$ cat config.mk
export PLATFORM = sky130hd
export DESIGN_NAME = fetch_pc_unit
export DESIGN_NICKNAME = d
export VERILOG_FILES = /design/src/rtl/fetch_pc_unit.sv
export SDC_FILE = /design/constraint.sdc
export NUM_CORES = 1
export LEC_CHECK = 0
export ABC_AREA = 1
export CAP_MARGIN = 25
export CORE_AREA = 2 2 166 168
export DETAILED_ROUTE_END_ITERATION = 10
export DIE_AREA = 0 0 168 170
export PLACE_DENSITY = 0.78
export SETUP_SLACK_MARGIN = 0.02
export SKIP_LAST_GASP = 1
export SLEW_MARGIN = 20
export SYNTH_ARGS = -nofsm -noshare
export SYNTH_HDL_FRONTEND = slang
export SYNTH_SLANG_ARGS = --single-unit
export TNS_END_PERCENT = 5
$ cat constraint.sdc
create_clock -name clock -period 2.4 [get_ports clock]
set_input_delay 0.36 -clock clock [delete_from_list [all_inputs] [get_ports clock]]
set_output_delay 0.36 -clock clock [all_outputs]
set_load 0.02 [all_outputs]
$ cat src/rtl/fetch_pc_unit.sv
// fetch_pc_unit: architectural PC, single-outstanding instruction fetch, retired count.
// Latency: fetched word visible the cycle after imem_ready; at least 2 cycles per instruction.
// Backpressure: imem_ready low holds FETCH with a stable address; retire low holds the instruction.
module fetch_pc_unit #(
   parameter logic [31:0] RESET_PC = 32'h0040_0000
) (
   input  logic        clock,
   input  logic        reset,
   input  logic [1:0]  next_pc_select,
   input  logic [31:0] immediate,
   input  logic [31:0] rs1_data,
   input  logic        retire,
   output logic        imem_req,
   output logic [31:0] imem_addr,
   input  logic        imem_ready,
   input  logic [31:0] imem_rdata,
   output logic [31:0] inst,
   output logic        inst_valid,
   output logic [31:0] pc,
   output logic [31:0] pc_plus_4,
   output logic        misaligned_target,
   output logic [63:0] instret
);

   localparam logic [1:0] CTL_PC_PC4     = 2'b00;
   localparam logic [1:0] CTL_PC_PC_IMM  = 2'b01;
   localparam logic [1:0] CTL_PC_RS1_IMM = 2'b10;

   typedef enum logic [1:0] {
      ST_FETCH = 2'b00,
      ST_HOLD  = 2'b01,
      ST_HALT  = 2'b10
   } state_t;

   state_t      state_q, state_d;
   logic [31:0] pc_q, pc_d;
   logic [31:0] inst_q, inst_d;
   logic        inst_valid_q, inst_valid_d;
   logic        misaligned_q, misaligned_d;
   logic [63:0] instret_q, instret_d;

   logic [31:0] seq_pc;
   logic [31:0] target;
   logic        target_aligned;
   logic        fetch_done;
   logic        retiring;

   // Link value and fall-through address share one adder.
   assign seq_pc = pc_q + 32'd4;

   // Control-transfer target; the reserved select falls back to sequential flow.
   always_comb begin
      target = seq_pc;
      case (next_pc_select)
         CTL_PC_PC4:     target = seq_pc;
         CTL_PC_PC_IMM:  target = pc_q + immediate;
         CTL_PC_RS1_IMM: target = (rs1_data + immediate) & ~32'h1;
         default:        target = seq_pc;
      endcase
   end

   assign target_aligned = (target[1:0] == 2'b00);
   assign fetch_done     = (state_q == ST_FETCH) && imem_ready;
   assign retiring       = (state_q == ST_HOLD) && retire;

   // Next-state and next-value computation for every architectural register.
   always_comb begin
      state_d      = state_q;
      pc_d         = pc_q;
      inst_d       = inst_q;
      inst_valid_d = inst_valid_q;
      misaligned_d = misaligned_q;
      instret_d    = instret_q;
      case (state_q)
         ST_FETCH: begin
            if (fetch_done) begin
               inst_d       = imem_rdata;
               inst_valid_d = 1'b1;
               state_d      = ST_HOLD;
            end
         end
         ST_HOLD: begin
            if (retiring) begin
               inst_valid_d = 1'b0;
               if (target_aligned) begin
                  pc_d      = target;
                  instret_d = instret_q + 64'd1;
                  state_d   = ST_FETCH;
               end else begin
                  // Faulting transfer: freeze PC and count, stop fetching until reset.
                  misaligned_d = 1'b1;
                  state_d      = ST_HALT;
               end
            end
         end
         ST_HALT: begin
            inst_valid_d = 1'b0;
         end
         default: begin
            inst_valid_d = 1'b0;
            state_d      = ST_HALT;
         end
      endcase
   end

   // State and architectural registers; reset is asynchronous, active-low.
   always_ff @(posedge clock or negedge reset) begin
      if (!reset) begin
         state_q      <= ST_FETCH;
         pc_q         <= RESET_PC;
         inst_q       <= 32'h0;
         inst_valid_q <= 1'b0;
         misaligned_q <= 1'b0;
         instret_q    <= 64'h0;
      end else begin
         state_q      <= state_d;
         pc_q         <= pc_d;
         inst_q       <= inst_d;
         inst_valid_q <= inst_valid_d;
         misaligned_q <= misaligned_d;
         instret_q    <= instret_d;
      end
   end

   // Request depends only on state and reset, so it drops the instant reset asserts.
   assign imem_req          = (state_q == ST_FETCH) && reset;
   assign imem_addr         = pc_q;
   assign inst              = inst_q;
   assign inst_valid        = inst_valid_q;
   assign pc                = pc_q;
   assign pc_plus_4         = seq_pc;
   assign misaligned_target = misaligned_q;
   assign instret           = instret_q;

endmodule

; After elaboration in Yosys (flattened, before gate mapping)
; Cells that the tools add are included.
[classes]
addsub = 4
n_mul = 0
div = 0
magnitude_cmp = 0
n_eq_ne = 6
shift = 0
muxes = 8
bitwise_logic = 2
n_reduce_logical = 10
[ops]
columns = cell, count
row1 = $add A32 B32 Y32, 2
row2 = $add A64 B1 Y64 const B, 1
row3 = $pmux W32 S2, 1
row4 = $add A32 B3 Y32 const B, 1
row5 = $reduce_and A3 Y1, 3
row6 = $mux W2, 3
row7 = $pmux W2 S3, 1
row8 = $eq A2 B1 Y1 const B, 2
row9 = $eq A2 B2 Y1 const B, 2
row10 = $logic_not A2 Y1, 2
row11 = $ne A2 B2 Y1 const B, 2
row12 = $reduce_and A2 Y1, 2
row13 = $logic_and A1 B1 Y1, 3
row14 = $mux W1, 2
row15 = $not A1 Y1, 2
row16 = $pmux W1 S2, 1
[word_totals]
register_bits = 132
latchBits = 0
mem_bits_rw = 0
romBits = 0
input_bits = 102
output_inout_bits = 195
wordCells = 36
memories = 0

; Depth between registers and ports, before layout
[depth]
ltp_word = 6
ltp_mapped = 16
mapped_depth_nobuf = 16

; Least setup slack after synthesis
; Ideal clock, no wire load.
[synth_timing]
path_type = reg2reg
start = register pc_q[0] (netlist: imem_addr[0])
end = register instret_q[52] (netlist: instret[52])
setup_ns = 0.117
arrival_time_ns = 2.319
t_required_ns = 2.283
path_slack_ns = -0.037
stages_incl_launch_ff = 13
path_buffers = 0
synth_period_minus_slack_ns = 2.437
path_cell_list = dfrtp_1 ha_1 fa_1 o21ai_0 nand2_2 a21boi_4 nand4_4 nor2_4 nand4_4 nor2_4 nand2_1 nand2_1 nand2_1
[synth_via]
elab_chain_cells = 4
word_cells_on_any_way = 5
cone_classes = add/sub: 2 / mux: 1 / reduce/logical: 2
[synth_rtl]
columns = element, line
row1 = from (decl), 36  ; logic [31:0] pc_q, pc_d;
row2 = from (signal assigned), 117  ; pc_q <= pc_d;
row3 = $add A32 B3 Y32 or $add A32 B32 Y32 (tied branches), "49, 56"
row4 = $pmux W32 S2 (*), 54  ; case (next_pc_select)
row5 = $logic_not A2 Y1 (*), 62  ; assign target_aligned = (target[1:0] == 2'b00);
row6 = $reduce_and A3 Y1 (no source line) (*), -
row7 = to (signal assigned), 121  ; instret_q <= instret_d;
row8 = to (decl), 40  ; logic [63:0] instret_q, instret_d;
; Every way passes the cells marked *; elsewhere a longest branch is shown, timed or not.
; A chain may end at the register's enable or synchronous reset.

; Final worst setup path
[layout_timing]
start = register pc_q[3] (netlist: imem_addr[3])
end = output pc_plus_4[22]
[layout_via]
elab_chain_cells = 1
[layout_rtl]
columns = element, line
row1 = $add A32 B3 Y32, 49  ; assign seq_pc = pc_q + 32'd4;
row2 = to (decl), 20  ; output logic [31:0] pc_plus_4,
; No other way between the ends.

==> results.sh <==
export IMPL_max_stage_delay_ns=0.37
export IMPL_grt_pass1_wl_mm=74.5
export IMPL_crit_arrival_ns=2.27
export IMPL_syn_to_final_growth_pct=49.0
export IMPL_synth_seq_cells=132
export IMPL_drv_cap=0
export IMPL_fillers=2295
export IMPL_path_delay_family="simple AND/OR/NAND/NOR gates"
export IMPL_yosysWarnings=0
export IMPL_p_leak_nw=9.80
export IMPL_violations="negative setup slack"
export IMPL_wire_per_inst_um=17.1
export IMPL_place_congestion=1.01
export IMPL_dp_hpwl_mm=39.8
export IMPL_synthXorXnorAreaFrac_pct=6.21
export IMPL_drc=0
export IMPL_critPathCaptureType="output port"
export IMPL_finClkSkew_ns=0.0141
export IMPL_synth_top_family_by_area="simple AND/OR/NAND/NOR gates"
export IMPL_htree_num_levels=4
export IMPL_worstPathRequired_ns=2.04
export IMPL_ys_flop_type="dfrtp_1"
export IMPL_pwr_share_comb_pct=34.2
export IMPL_cp_num_buf_inv=3
export IMPL_num_vias=15200
export IMPL_die_w_um=168
export IMPL_async_reset_ff_share_pct=100
export IMPL_hold_path_class="in2async"
export IMPL_timing_final_hold_violations=0
export IMPL_status="finished, violations left"
export IMPL_syn_nets=2152
export IMPL_yosys_area_top_type_share_pct=26.4
export IMPL_gr_total_overflow=0
export IMPL_crit_path_frequent_cell="buf_4"
export IMPL_yosys_area_share_simple_pct=42.0
export IMPL_peakVddDrop_mv=0.385
export IMPL_track_usage_pct=33.3
export IMPL_worst_slack_ns=-0.225
export IMPL_crit_chain="ha_2 > nand2_2 > nor2_4 > nand4_1 > nor3_2 > buf_4 > buf_4 > nand4_1 > nand2_1 > buf_4"
export IMPL_synthTopCellsByArea="dfrtp_1 26%, nand2_1 22%, inv_1 8.6%"
export IMPL_dpl_cell_count=2833
export IMPL_cts_made_buffers=17
export IMPL_clkPwrFrac_pct=35.8
export IMPL_synthAdderAreaFrac_pct=6.88
export IMPL_preCtsSetupSlack_ns=-0.558
export IMPL_finalSetupViolCount=69
export IMPL_rsz0062_at_grt="true"
export IMPL_grt_max_degree=81
export IMPL_syn_inst=1983
export IMPL_timing_setup_tns_ns=-5.50
export IMPL_worst_pin_slew_ns=0.772
export IMPL_io_buffers=296
export IMPL_synth_area_leader_cell="dfrtp_1"
export IMPL_multiInputGateArea_sq_um=7850
export IMPL_p_sw_share_pct=35.4
export IMPL_crit_slowest_cell="dfrtp_1"
export IMPL_clkTransAtPathRegs_ns=0.07
export IMPL_grt_pass1_vias=14200
export IMPL_finalCritPeriodShare_pct=109
export IMPL_internal_power_mw=5.09
export IMPL_num_rows=60
export IMPL_start_kind="flop"
export IMPL_vias_per_cell=5.28
export IMPL_p_per_area_nw_per_um2=427
export IMPL_synth_edf_count=0
export IMPL_start_util_pct=46.6
export IMPL_p_switching_mw=2.79
export IMPL_timing_hold_ws_ns=0.119
export IMPL_synth_area_mux_share_pct=0
export IMPL_insertion_delay_ns=0.44
export IMPL_seq_area_frac_synth_pct=26.6
export IMPL_slew_headroom_pct=48.5
export IMPL_nets=2700
export IMPL_cp_max_fo=2
export IMPL_cts_buffer_depth=2
export IMPL_core_sq_um=26700
export IMPL_syn_area_sq_um=12400
export IMPL_pwr_share_seq_pct=30.0
export IMPL_register_area_sq_um=3310
export IMPL_antenna_found_initial=0
export IMPL_period_needed_ns=2.63
export IMPL_first_pass_iters=6
export IMPL_final_area_sq_um=18500
export IMPL_slew_violations=0
export IMPL_instances_no_fill=2886
export IMPL_dpl_cell_area_sq_um=17500
export IMPL_first_iter_violations=1401
export IMPL_cts_tree="built"
export IMPL_drive_gt1_share_pct=17.7
export IMPL_die_area_sq_um=28600
export IMPL_cts_sinks=132
export IMPL_synth_compound_area_share_pct=6.48
export IMPL_root_buffer="clkbuf_16"
export IMPL_io_pins=297
export IMPL_ant_nets=0
export IMPL_crit_type="reg2out"
export IMPL_dieHeight_um=170
export IMPL_routed_wl_mm=49.5
export IMPL_fmax_mhz=381
export IMPL_yosysUniqueCellTypes=44
export IMPL_syn_avg_cell_area_sq_um=6.26
[area by class of cell]
| type | instances | share of cell area, % |
|---|---|---|
| sequential | 132 | 17.9 |
| clock inverter | 15 | 1.13 |
| inverter | 291 | 5.92 |
| clock buffer | 17 | 2.30 |
| timing repair buffer | 589 | 28.0 |
| antenna | 1 | 0.0135 |
| tap | 341 | 2.31 |
| multi-input combinational | 1500 | 42.4 |
[registers in the layout (all words and copies together), names as in the netlist]
name / cells
inst: 32
instret: 64
inst_valid: 1
state_q: 2
misaligned_target: 1
imem_addr: 32
[power by group through the flow]
| stage | combinational [mW] | clock, mW | sequential, mW |
|---|---|---|---|
| finish | 2.70 | 2.83 | 2.36 |
| global route | 2.91 | 2.94 | 2.37 |
| CTS | 2.61 | 2.85 | 2.36 |
| detailed placement | 2.58 | 0 | 2.40 |
| global placement | 2.55 | 0 | 2.40 |
| floorplan | 1.19 | 0 | 2.46 |
[through the flow]
step | utilization, % | total power, mW
CTS | 68.4 | 7.82
global route | 69.4 | 8.22
floorplan | - | 3.65
finish | 69.4 | 7.89
detailed placement | 65.7 | 4.98
global placement | 65.7 | 4.95
[layer usage]
metal | part of all wire, % | global-route usage (%) | routed length (um) | vias up
li1 | - | - | - | 7295
met1 | 43 | 45.4 | 21200 | 7121
met2 | 45 | 53.6 | 22200 | 702
met3 | 9.2 | 6.77 | 4550 | 122
met4 | 3.0 | 9.98 | 1460 | 0
met5 | 0 | 0 | 0 | -
[Yosys cell counts (6+ instances only)]
library cell and count:
nor2_1 177, nor2_4 10, ha_1 65, clkbuf_1 19, nand2_2 6, xnor2_1 28
nand3_1 139, dfrtp_1 131, o21ai_1 9, nor4_1 6, and2_1 6, o21bai_1 10
nor3_1 45, nor3_2 8, a21oi_1 67, buf_4 35, or2_2 11, nand3b_1 20
xor2_1 60, nand2_1 713, nand4_1 28, nor2_2 11, inv_1 284, o21ai_0 52
[kinds of logic (layout without fill, tap and decap cells)]
group / after synthesis / in the layout
flops: 132 / 132
compound gates: 149 / 149
simple gates: 1196 / 1196
buf+inv: 351 / 912
fa+ha+maj: 67 / 67
other cells: 0 / 1
xor+xnor: 88 / 88
[timing repair]
action / 4_1_cts / 5_1_grt
buffers inserted: 5 / 15
hold buffers: 0 / 0
resized for setup: 85 / 57
pin swaps: 9 / 19
endpoints found under the setup margin: 80 / 102
[worst paths after layout]
kind | slack (ns) | from | cells after the start | to
setup / recovery | -0.23 | imem_addr[3]$_DFFE_PN0P_ | 10 | pc_plus_4[22]
hold / removal | 0.12 | reset | 2 | imem_addr[1]$_DFFE_PN0P_
setup reg to reg | -0.13 | imem_addr[0]$_DFFE_PN0P_ | 12 | instret[53]$_DFFE_PN0P_
hold reg to reg | 0.48 | inst[28]$_DFFE_PN0P_ | 2 | inst[28]$_DFFE_PN0P_
max in group asynchronous | 1.68 | reset | 2 | imem_addr[9]$_DFFE_PN0P_
min in group clock | 0.45 | imem_rdata[14] | 3 | inst[14]$_DFFE_PN0P_
[cells in the final DEF, fill, tap and decap left out, types with 4 or more instances in the layout]
| cell type | count |
|---|---|
| dlygate4sd2_1 | 8 |
| buf_4 | 290 |
| a21oi_1 | 67 |
| xor2_1 | 55 |
| dfrtp_2 | 7 |
| nand3b_1 | 20 |
| nor3_1 | 40 |
| nor4_1 | 5 |
| ha_1 | 64 |
| clkbuf_16 | 17 |
| xnor2_1 | 26 |
| nand3_1 | 136 |
| or2_2 | 11 |
| o22ai_1 | 5 |
| nand4_2 | 5 |
| nor2_1 | 173 |
| xor2_2 | 4 |
| nand2_2 | 13 |
| inv_2 | 7 |
| nor2_2 | 11 |
| o21ai_1 | 8 |
| dfrtp_1 | 124 |
| inv_1 | 281 |
| inv_8 | 5 |
| nand2_1 | 705 |
| nor3_2 | 12 |
| buf_6 | 9 |
| o21ai_0 | 51 |
| nand4_1 | 28 |
| o21bai_1 | 10 |
| buf_2 | 5 |
| clkdlybuf4s50_1 | 269 |
| and2_1 | 6 |
| nor2_4 | 14 |
Power figures use the tool's default switching activity.
